$ cat config.mk
export PLATFORM = sky130hd
export DESIGN_NAME = mem_rd_mc
export DESIGN_NICKNAME = d
export VERILOG_FILES = /design/src/rtl/mem_rd_mc.sv
export SDC_FILE = /design/constraint.sdc
export NUM_CORES = 1
export LEC_CHECK = 0
export ABC_AREA = 1
export BUFFER_PORTS_ARGS = -buffer_cell sky130_fd_sc_hd__buf_2
export CORE_MARGIN = 3
export CORE_UTILIZATION = 30
export DETAILED_ROUTE_END_ITERATION = 7
export MAX_ROUTING_LAYER = met4
export SETUP_SLACK_MARGIN = 0.15
export SLEW_MARGIN = 20
export SYNTH_ARGS = -nofsm -noshare
export SYNTH_HDL_FRONTEND = slang
export SYNTH_SLANG_ARGS = --single-unit
$ cat constraint.sdc
create_clock -name CLK -period 9.7 [get_ports CLK]
set_clock_uncertainty 0.15 [all_clocks]
set_input_delay 0.97 -clock CLK [delete_from_list [all_inputs] [get_ports CLK]]
set_output_delay 0.97 -clock CLK [all_outputs]
set_load 0.03 [all_outputs]
$ cat src/rtl/mem_rd_mc.sv
// mem_rd_mc: memory-read pipeline stage with a request/acknowledge data port.
// Latches the ALU-stage bundle, performs loads over a multi-cycle read port, and
// forwards jump, store and writeback results towards writeback.
//
// Ports:
//   CLK, RST            clock, synchronous active-high reset
//   STALL, FLUSH        hold / clear the stage registers (STALL wins over FLUSH)
//   MEM_BUSY            a load is outstanding; upstream must be stalled
//   DO_JMP, NEW_PC      latched jump request (gated by M_VALID) and target
//   A_*                 ALU-stage bundle entering the stage
//   DATA_REQ/ADDR/ACK/RDDATA  bus-aligned read port, request held until ACK
//   M_*                 registered bundle towards writeback; M_REG_D_V carries
//                       extracted load data or the ALU result
module mem_rd_mc #(
    parameter int XLEN        = 32,
    parameter bit ALIGN_CHECK = 1'b1
) (
    input  logic              CLK,
    input  logic              RST,
    input  logic              STALL,
    input  logic              FLUSH,
    output logic              MEM_BUSY,
    output logic              DO_JMP,
    output logic [XLEN-1:0]   NEW_PC,
    input  logic [XLEN-1:0]   A_PC,
    input  logic [XLEN-1:0]   A_NEW_PC,
    input  logic [XLEN-1:0]   A_REG_D_V,
    input  logic [XLEN-1:0]   A_LOAD_ADDR,
    input  logic [XLEN-1:0]   A_STORE_ADDR,
    input  logic [XLEN-1:0]   A_STORE_DATA,
    input  logic [31:0]       A_INST,
    input  logic              A_VALID,
    input  logic              A_DO_JMP,
    input  logic              A_LOAD_RDEN,
    input  logic              A_LOAD_SIGNED,
    input  logic              A_STORE_WREN,
    input  logic [4:0]        A_REG_D,
    input  logic [1:0]        A_LOAD_SIZE,
    input  logic [XLEN/8-1:0] A_STORE_STRB,
    output logic              DATA_REQ,
    output logic [XLEN-1:0]   DATA_ADDR,
    input  logic              DATA_ACK,
    input  logic [XLEN-1:0]   DATA_RDDATA,
    output logic [XLEN-1:0]   M_PC,
    output logic [XLEN-1:0]   M_REG_D_V,
    output logic [XLEN-1:0]   M_STORE_ADDR,
    output logic [XLEN-1:0]   M_STORE_DATA,
    output logic [31:0]       M_INST,
    output logic              M_VALID,
    output logic              M_STORE_WREN,
    output logic              M_LOAD_MISALIGN,
    output logic [4:0]        M_REG_D,
    output logic [XLEN/8-1:0] M_STORE_STRB
);
    localparam int SB   = XLEN / 8;
    localparam int OFFW = $clog2(SB);

    typedef enum logic [1:0] {IDLE, REQ, DONE, DRAIN} state_t;

    state_t state, state_n;

    logic [XLEN-1:0] pc_p0, new_pc_p0, reg_d_v_p0, load_addr_p0;
    logic [XLEN-1:0] store_addr_p0, store_data_p0;
    logic [31:0]     inst_p0;
    logic            valid_p0, do_jmp_p0, load_rden_p0, load_signed_p0, store_wren_p0;
    logic [4:0]      reg_d_p0;
    logic [1:0]      load_size_p0;
    logic [SB-1:0]   store_strb_p0;
    logic [XLEN-1:0] rdbuf, drain_addr;

    logic cur_mis, cur_go, a_go, nxt_go, req_wait;

    // Size 11 does not exist on a 32-bit bus; otherwise the natural alignment of
    // the access size is required when checking is enabled.
    function automatic logic misaligned(input logic [2:0] lo, input logic [1:0] size);
        logic bad;
        bad = 1'b0;
        if (XLEN == 32 && size == 2'b11) begin
            bad = 1'b1;
        end else if (ALIGN_CHECK) begin
            case (size)
                2'b01:   bad = lo[0];
                2'b10:   bad = |lo[1:0];
                2'b11:   bad = |lo[2:0];
                default: bad = 1'b0;
            endcase
        end
        return bad;
    endfunction

    // Rotate the addressed lane down to bit 0 (wraps modulo the bus width), then
    // left-justify the field and shift back to zero- or sign-extend it.
    function automatic logic [XLEN-1:0] extract(input logic [XLEN-1:0] data,
                                                input logic [OFFW-1:0] off,
                                                input logic [1:0]      size,
                                                input logic            sgn);
        logic [XLEN-1:0]        rot, up;
        logic signed [XLEN-1:0] s_up;
        int                     sh, width, boff;
        boff  = 8 * int'(off);
        rot   = (data >> boff) | (data << (XLEN - boff));
        width = 8 << size;
        if (width > XLEN) width = XLEN;
        sh    = XLEN - width;
        up    = rot << sh;
        s_up  = signed'(up);
        if (sgn) return $unsigned(s_up >>> sh);
        return up >> sh;
    endfunction

    // Stage boundary: ALU bundle -> stage registers
    always_ff @(posedge CLK) begin
        if (RST || (!STALL && FLUSH)) begin
            pc_p0          <= '0;
            new_pc_p0      <= '0;
            reg_d_v_p0     <= '0;
            load_addr_p0   <= '0;
            store_addr_p0  <= '0;
            store_data_p0  <= '0;
            inst_p0        <= '0;
            valid_p0       <= 1'b0;
            do_jmp_p0      <= 1'b0;
            load_rden_p0   <= 1'b0;
            load_signed_p0 <= 1'b0;
            store_wren_p0  <= 1'b0;
            reg_d_p0       <= '0;
            load_size_p0   <= '0;
            store_strb_p0  <= '0;
        end else if (!STALL) begin
            pc_p0          <= A_PC;
            new_pc_p0      <= A_NEW_PC;
            reg_d_v_p0     <= A_REG_D_V;
            load_addr_p0   <= A_LOAD_ADDR;
            store_addr_p0  <= A_STORE_ADDR;
            store_data_p0  <= A_STORE_DATA;
            inst_p0        <= A_INST;
            valid_p0       <= A_VALID;
            do_jmp_p0      <= A_DO_JMP;
            load_rden_p0   <= A_LOAD_RDEN;
            load_signed_p0 <= A_LOAD_SIGNED;
            store_wren_p0  <= A_STORE_WREN;
            reg_d_p0       <= A_REG_D;
            load_size_p0   <= A_LOAD_SIZE;
            store_strb_p0  <= A_STORE_STRB;
        end
    end

    always_ff @(posedge CLK) begin
        if (RST) begin
            state      <= IDLE;
            rdbuf      <= '0;
            drain_addr <= '0;
        end else begin
            state <= state_n;
            if (state == REQ && DATA_ACK) rdbuf <= DATA_RDDATA;
            // The bus still owes an ACK for this address after the entry is gone.
            if (state == REQ && !DATA_ACK && !STALL) drain_addr <= DATA_ADDR;
        end
    end

    assign cur_mis = valid_p0 && load_rden_p0 && misaligned(load_addr_p0[2:0], load_size_p0);
    assign cur_go  = valid_p0 && load_rden_p0 && !cur_mis;
    assign a_go    = !FLUSH && A_VALID && A_LOAD_RDEN && !misaligned(A_LOAD_ADDR[2:0], A_LOAD_SIZE);
    // Entry the registers will hold after this edge wants a read.
    assign nxt_go  = STALL ? cur_go : a_go;

    always_comb begin
        state_n   = state;
        DATA_REQ  = 1'b0;
        DATA_ADDR = '0;
        req_wait  = 1'b0;
        case (state)
            IDLE, DONE: begin
                if (!STALL) state_n = a_go ? REQ : IDLE;
            end
            REQ: begin
                DATA_REQ  = 1'b1;
                DATA_ADDR = load_addr_p0 & ~XLEN'(SB - 1);
                req_wait  = !DATA_ACK;
                if (DATA_ACK) state_n = STALL ? DONE : (a_go ? REQ : IDLE);
                else if (!STALL) state_n = DRAIN;
            end
            DRAIN: begin
                DATA_REQ  = 1'b1;
                DATA_ADDR = drain_addr;
                if (DATA_ACK) state_n = nxt_go ? REQ : IDLE;
            end
            default: state_n = IDLE;
        endcase
    end

    assign MEM_BUSY = req_wait || (state == DRAIN);
    assign M_VALID  = valid_p0 && !req_wait && (state != DRAIN);
    assign DO_JMP   = do_jmp_p0 && M_VALID;
    assign NEW_PC   = new_pc_p0;

    always_comb begin
        M_REG_D_V = reg_d_v_p0;
        if (cur_go)
            M_REG_D_V = extract((state == DONE) ? rdbuf : DATA_RDDATA,
                                load_addr_p0[OFFW-1:0], load_size_p0, load_signed_p0);
        else if (cur_mis)
            M_REG_D_V = '0;
    end

    assign M_REG_D         = cur_mis ? 5'd0 : reg_d_p0;
    assign M_LOAD_MISALIGN = cur_mis;
    assign M_PC            = pc_p0;
    assign M_INST          = inst_p0;
    assign M_STORE_ADDR    = store_addr_p0;
    assign M_STORE_DATA    = store_data_p0;
    assign M_STORE_WREN    = store_wren_p0;
    assign M_STORE_STRB    = store_strb_p0;

endmodule

# After elaboration in Yosys (flattened, before gate mapping)
# Cells that the tools add are included.
[op_classes] addsub=2 n_lt_le_gt_ge=1 eq_ne=13 shifts=6 muxes=26 n_bitwise=1 n_reduce_logical=27
[ops] cell="$mux W32" count=7
[ops] cell="$pmux W32 S2" count=1
[ops] cell="$shl A32 B32 Y32" count=2
[ops] cell="$gt A32 B7 Y1 const B" count=1
[ops] cell="$or A32 B32 Y32" count=1
[ops] cell="$shl A4 B2 Y32 const A" count=1
[ops] cell="$shr A32 B32 Y32" count=1
[ops] cell="$shr A32 B5 Y32" count=1
[ops] cell="$sshr A32 B32 Y32" count=1
[ops] cell="$sub A7 B32 Y32 const A" count=1
[ops] cell="$logic_and A1 B1 Y1" count=13
[ops] cell="$eq A2 B2 Y1 const B" count=6
[ops] cell="$mux W2" count=5
[ops] cell="$mux W1" count=9
[ops] cell="$reduce_or A2 Y1" count=4
[ops] cell="$sub A6 B5 Y7 const A" count=1
[ops] cell="$eq A2 B1 Y1 const B" count=3
[ops] cell="$logic_not A1 Y1" count=6
[ops] cell="$ne A2 B2 Y1 const B" count=3
[ops] cell="$pmux W2 S3" count=1
[ops] cell="$mux W5" count=1
[ops] cell="$pmux W1 S2" count=2
[ops] cell="$ne A3 B3 Y1 const B" count=1
[ops] cell="$reduce_and A3 Y1" count=1
[ops] cell="other kinds (2)" count=3
[totals] regBits=306 input_bits=277 out_inout_bits=239 word_cells=94

# Depth between registers and ports, before layout
[logic_depth] word_depth=13 ltp_mapped=20 mapped_depth_nobuf=20

# Worst setup path after synthesis
# Ideal clock, no wire load.
[synth_timing] path_type="register to output" from="register load_size_p0[0]" to="output port M_REG_D_V[1]" t_arrival_ps=3075 t_required_ps=8580 setup_slack_ps=5505 path_stages_with_launch=17 path_buffers=3 path_cell_list="dfxtp_1 inv_1 ha_1 inv_2 clkbuf_1 buf_1 ha_1 or2_2 nand3_1 nor2_2 buf_2 nand2_1 nand2_1 nand3_1 nand3_1 o21ai_1 o21ai_1"
[synth_via] elab_chain_len=10 word_cells_on_any_way=20 classes_between="add/sub: 1; order compare: 1; eq/ne: 3; shift: 4; mux: 8; reduce/logical: 3"
[synth_lines] item="from (decl)" line="67" source="logic [1:0] load_size_p0;"
[synth_lines] item="from (signal assigned)" line="127" source="load_size_p0 <= '0;"
[synth_lines] item="from (signal assigned)" line="143" source="load_size_p0 <= A_LOAD_SIZE;"
[synth_lines] item="$shl A4 B2 Y32" line="102" source="width = 8 << size;"
[synth_lines] item="$gt A32 B7 Y1" line="103" source="if (width > XLEN) width = XLEN;"
[synth_lines] item="$mux W32" line="103"
[synth_lines] item="$mux W32" line="199" source="if (cur_go)"
[synth_lines] item="$sub A7 B32 Y32" line="104" source="sh = XLEN - width;"
[synth_lines] item="$shl A32 B32 Y32" line="105" source="up = rot << sh;"
[synth_lines] item="$sshr A32 B32 Y32" line="107" source="if (sgn) return $unsigned(s_up >>> sh);"
[synth_lines] item="$mux W32" line="107"
[synth_lines] item="$mux W32" line="108" source="return up >> sh;"
[synth_lines] item="$mux W32 (*)" line="199"
[synth_lines] item="to (decl)" line="45" source="output logic [XLEN-1:0] M_REG_D_V,"
# Every way passes the cells marked *; elsewhere a longest branch is shown, timed or not. The select of a mux whose other input is x is not followed.

# Worst setup path in the final report
[layout_timing] from="register load_size_p0[0]" to="output port M_REG_D_V[16]"
# Same word-level chain as after synthesis.

==> impl_metrics.env <==
export IMPL_numClockSinks=306
export IMPL_first_global_vias=15300
export IMPL_post_drt_via_cell_ratio=4.88
export IMPL_fmaxAchievable_ghz=0.163
export IMPL_io_pins=516
export IMPL_postCtsSetupBuffers=0
export IMPL_synth_ff_latch_count=306
export IMPL_crit_required_ns=8.58
export IMPL_rsz_0062_raised_after_global_routing="false"
export IMPL_setup_viol=0
export IMPL_leakage_nw=8.56
export IMPL_synthesis_nets=2447
export IMPL_path_type_of_the_worst_setup_path="flip-flop to output port"
export IMPL_maximum_number_of_pins_on_one_net_before_global_route_repair=150
export IMPL_grt_first_pass_wirelength_mm=87.4
export IMPL_die_height_um=224
export IMPL_ys_seq_area_frac=0.428
export IMPL_worstPathCellList="inv_1 -> ha_1 -> buf_4 -> inv_2 -> nand2_1 -> o21ai_2 -> ha_1 -> nor2_1 -> nand3_1 -> nor2_1 -> nand2_1 -> nand3_1 -> nand2_1 -> clkinv_2 -> nand3_1 -> o21ai_1 -> nand2_1 -> nand2_1 -> buf_2"
export IMPL_dpl_cell_area_um2=17200
export IMPL_clk_pin_slew_ns=0.06
export IMPL_fin_crit_sh=0.633
export IMPL_layoutNonFillerInstCount=3231
export IMPL_synthMostInstantiatedCell="nand2_1"
export IMPL_ratio_of_cells_with_drive_above_1_in_the_final_layout=0.238
export IMPL_overall_global_routing_resource_usage=0.227
export IMPL_outcome="complete, no violations"
export IMPL_critical_path_arrival_ns=5.02
export IMPL_coreArea_um2=46900
export IMPL_ctsResizeCount=0
export IMPL_timing_final_crit_period_ns=6.14
export IMPL_worst_slew_margin_rel=0.270
export IMPL_die_width_um=224
export IMPL_final_hold_viol_count=0
export IMPL_final_setup_tns_ns=0
export IMPL_grt_overflow=0
export IMPL_synth_async_reset_ratio=0
export IMPL_wl_per_cell_um=18.0
export IMPL_mean_instance_size_in_the_synthesized_netlist_um2=6.63
export IMPL_dp_hpwl_mm=42.2
export IMPL_synth_edff_count=0
export IMPL_start_util=0.306
export IMPL_critPathMaxStageDelay_ns=0.74
export IMPL_insertion_delay_ns=0.54
export IMPL_netlist_instances=2159
export IMPL_gp_congestion=0.942
export IMPL_routed_wirelength_mm=58.1
export IMPL_die_area_um2=50400
export IMPL_yosys_top_cells_area="dfxtp_1 (43%), nand2_1 (20%), a21oi_1 (11%)"
export IMPL_maxCapViolCount=0
export IMPL_crit_slowest_cell="nor2_1"
export IMPL_nets=2866
export IMPL_p_per_area_nw_per_um2=177
export IMPL_area_of_the_multi_input_gates_um2=7040
export IMPL_ff2ff_setup_slack_ns=6.16
export IMPL_cts_buffer_depth=3
export IMPL_initial_antenna_violation_count=19
export IMPL_dpl_cell_count=3146
export IMPL_route_vias_total=15800
export IMPL_postSynth_topFlopCell="dfxtp_1"
export IMPL_critical_path_endpoint_type="output port"
export IMPL_timing_critical_path_buf_inv=5
export IMPL_critical_path_top_cell_by_count="nand2_1"
export IMPL_crit_path_start_kind="flip-flop"
export IMPL_buffer_ports_inserted=515
export IMPL_drt_first_pass_iters=7
export IMPL_synth_cell_area_um2=14300
export IMPL_synth_largest_area_cell="dfxtp_1"
export IMPL_tritoncts_clock_tree="yes"
export IMPL_path_delay_family="simple AND/OR/NAND/NOR gates"
export IMPL_cts_hold_repair_buffers=0
export IMPL_numCtsBuffers=37
export IMPL_max_slew_worst_pin_slew_ns=1.10
export IMPL_fillers=5079
export IMPL_final_cell_area_um2=18500
export IMPL_path_max_fanout=32
export IMPL_yosysWarningCount=0
export IMPL_hold_path_class="flip-flop to flip-flop"
export IMPL_timing_max_transition_violations_final=0
export IMPL_ir_worst_vdd_v=0.000146
export IMPL_yosysTopAreaCellShare=0.428
export IMPL_area_growth_pct=29.1
export IMPL_seq_area_um2=6130
export IMPL_ys_types=41
export IMPL_detail_route_drc_violations=0
export IMPL_fin_ws_ns=3.56
export IMPL_std_cell_rows=79
export IMPL_placement_setup_worst_slack_ns=4.15
export IMPL_clock_root_buffer="clkbuf_16"
export IMPL_cts_htree_levels=2
export IMPL_drt_iter0_markers=1275
export IMPL_top_post_synthesis_cells_by_count="nand2_1 (765), a21oi_1 (322), dfxtp_1 (306)"
export IMPL_route_antenna_remaining_nets=0
==> cell type report <==
cell class              instances  area share
well taps                     607      0.0411
multi-input cells            1559       0.381
repair buffers                530       0.146
flip-flops and latches        306       0.331
clock inverters                18      0.0123
clock buffers                  49      0.0563
diodes                         18     0.00244
inverters                     144      0.0297
==> registers in the layout (all words and copies together), names as in the netlist <==
signal / cells
M_STORE_DATA: 32
NEW_PC: 32
M_INST: 32
load_signed_p0: 1
M_STORE_ADDR: 32
state: 2
drain_addr: 32
M_STORE_WREN: 1
load_addr_p0: 32
M_PC: 32
do_jmp_p0: 1
load_size_p0: 2
valid_p0: 1
reg_d_p0: 5
M_STORE_STRB: 4
rdbuf: 32
reg_d_v_p0: 32
load_rden_p0: 1
==> power breakdown <==
part / total, mW / internal (mW) / leakage (nW) / switching, mW
Clock: 1.45 / 0.869 / 0.628 / 0.581
Sequential: 1.33 / 1.31 / 2.50 / 0.0274
Combinational: 0.496 / 0.152 / 5.43 / 0.345
==> cells by family (layout without fill, tap and decap cells) <==
group,after synthesis,in the layout,share of synthesized area
simple gates,1078,1078,0.310
buf+inv,294,741,0.0822
flops,306,306,0.428
compound gates,469,469,0.170
other cells,1,19,0.000262
fa+ha+maj,11,11,0.00961
==> worst reg2reg max path, stage by stage (launching register included) <==
cell	delay (ns)
dfxtp_1	0.89
inv_1	0.63
ha_1	0.51
o21ai_0	0.23
nand2_1	0.09
nand3_1	0.34
inv_1	0.36
nand4_1	0.17
a21oi_1	0.08
==> metrics by stage <==
step,hold WS [ns],util,power [mW]
final,0.297,0.395,3.28
after global routing,0.308,0.394,3.42
after CTS,0.298,0.394,3.32
after detailed placement,0.289,0.366,1.86
after global placement,0.287,0.366,1.85
after floorplan,0.272,-,1.67
==> path summary, 6_finish.rpt <==
| kind | depth (start not counted) | end | from |
|---|---|---|---|
| worst min register to register | 2 | drain_addr[1] | drain_addr[1] |
| worst max-delay path | 19 | M_REG_D_V[16] | load_size_p0[0] |
| worst min-delay path | 2 | drain_addr[1] | drain_addr[1] |
| worst max register to register | 8 | state[0] | load_addr_p0[1] |
==> layer usage <==
metal | routed length, µm | part of all wire | vias up | global-route usage
met3 | 4210 | 0.072 | 120 | 0.0654
met5 | 0 | 0 | - | -
met4 | 2100 | 0.036 | 0 | 0.0839
met2 | 29500 | 0.51 | 517 | 0.393
li1 | - | - | 7872 | -
met1 | 22200 | 0.38 | 7266 | 0.247
==> cell usage in the layout (no fill, tap or decap), types with 21 or more instances in the layout <==
cell type  instances
nor2_1            73
buf_2            514
o21ai_0           76
a21oi_1          322
dfxtp_1          306
nand2_1          765
o21ai_1           21
clkbuf_16         37
o22ai_1           31
nand3_1          208
inv_1            134
Note: power is estimated with default switching activity, not from simulation.
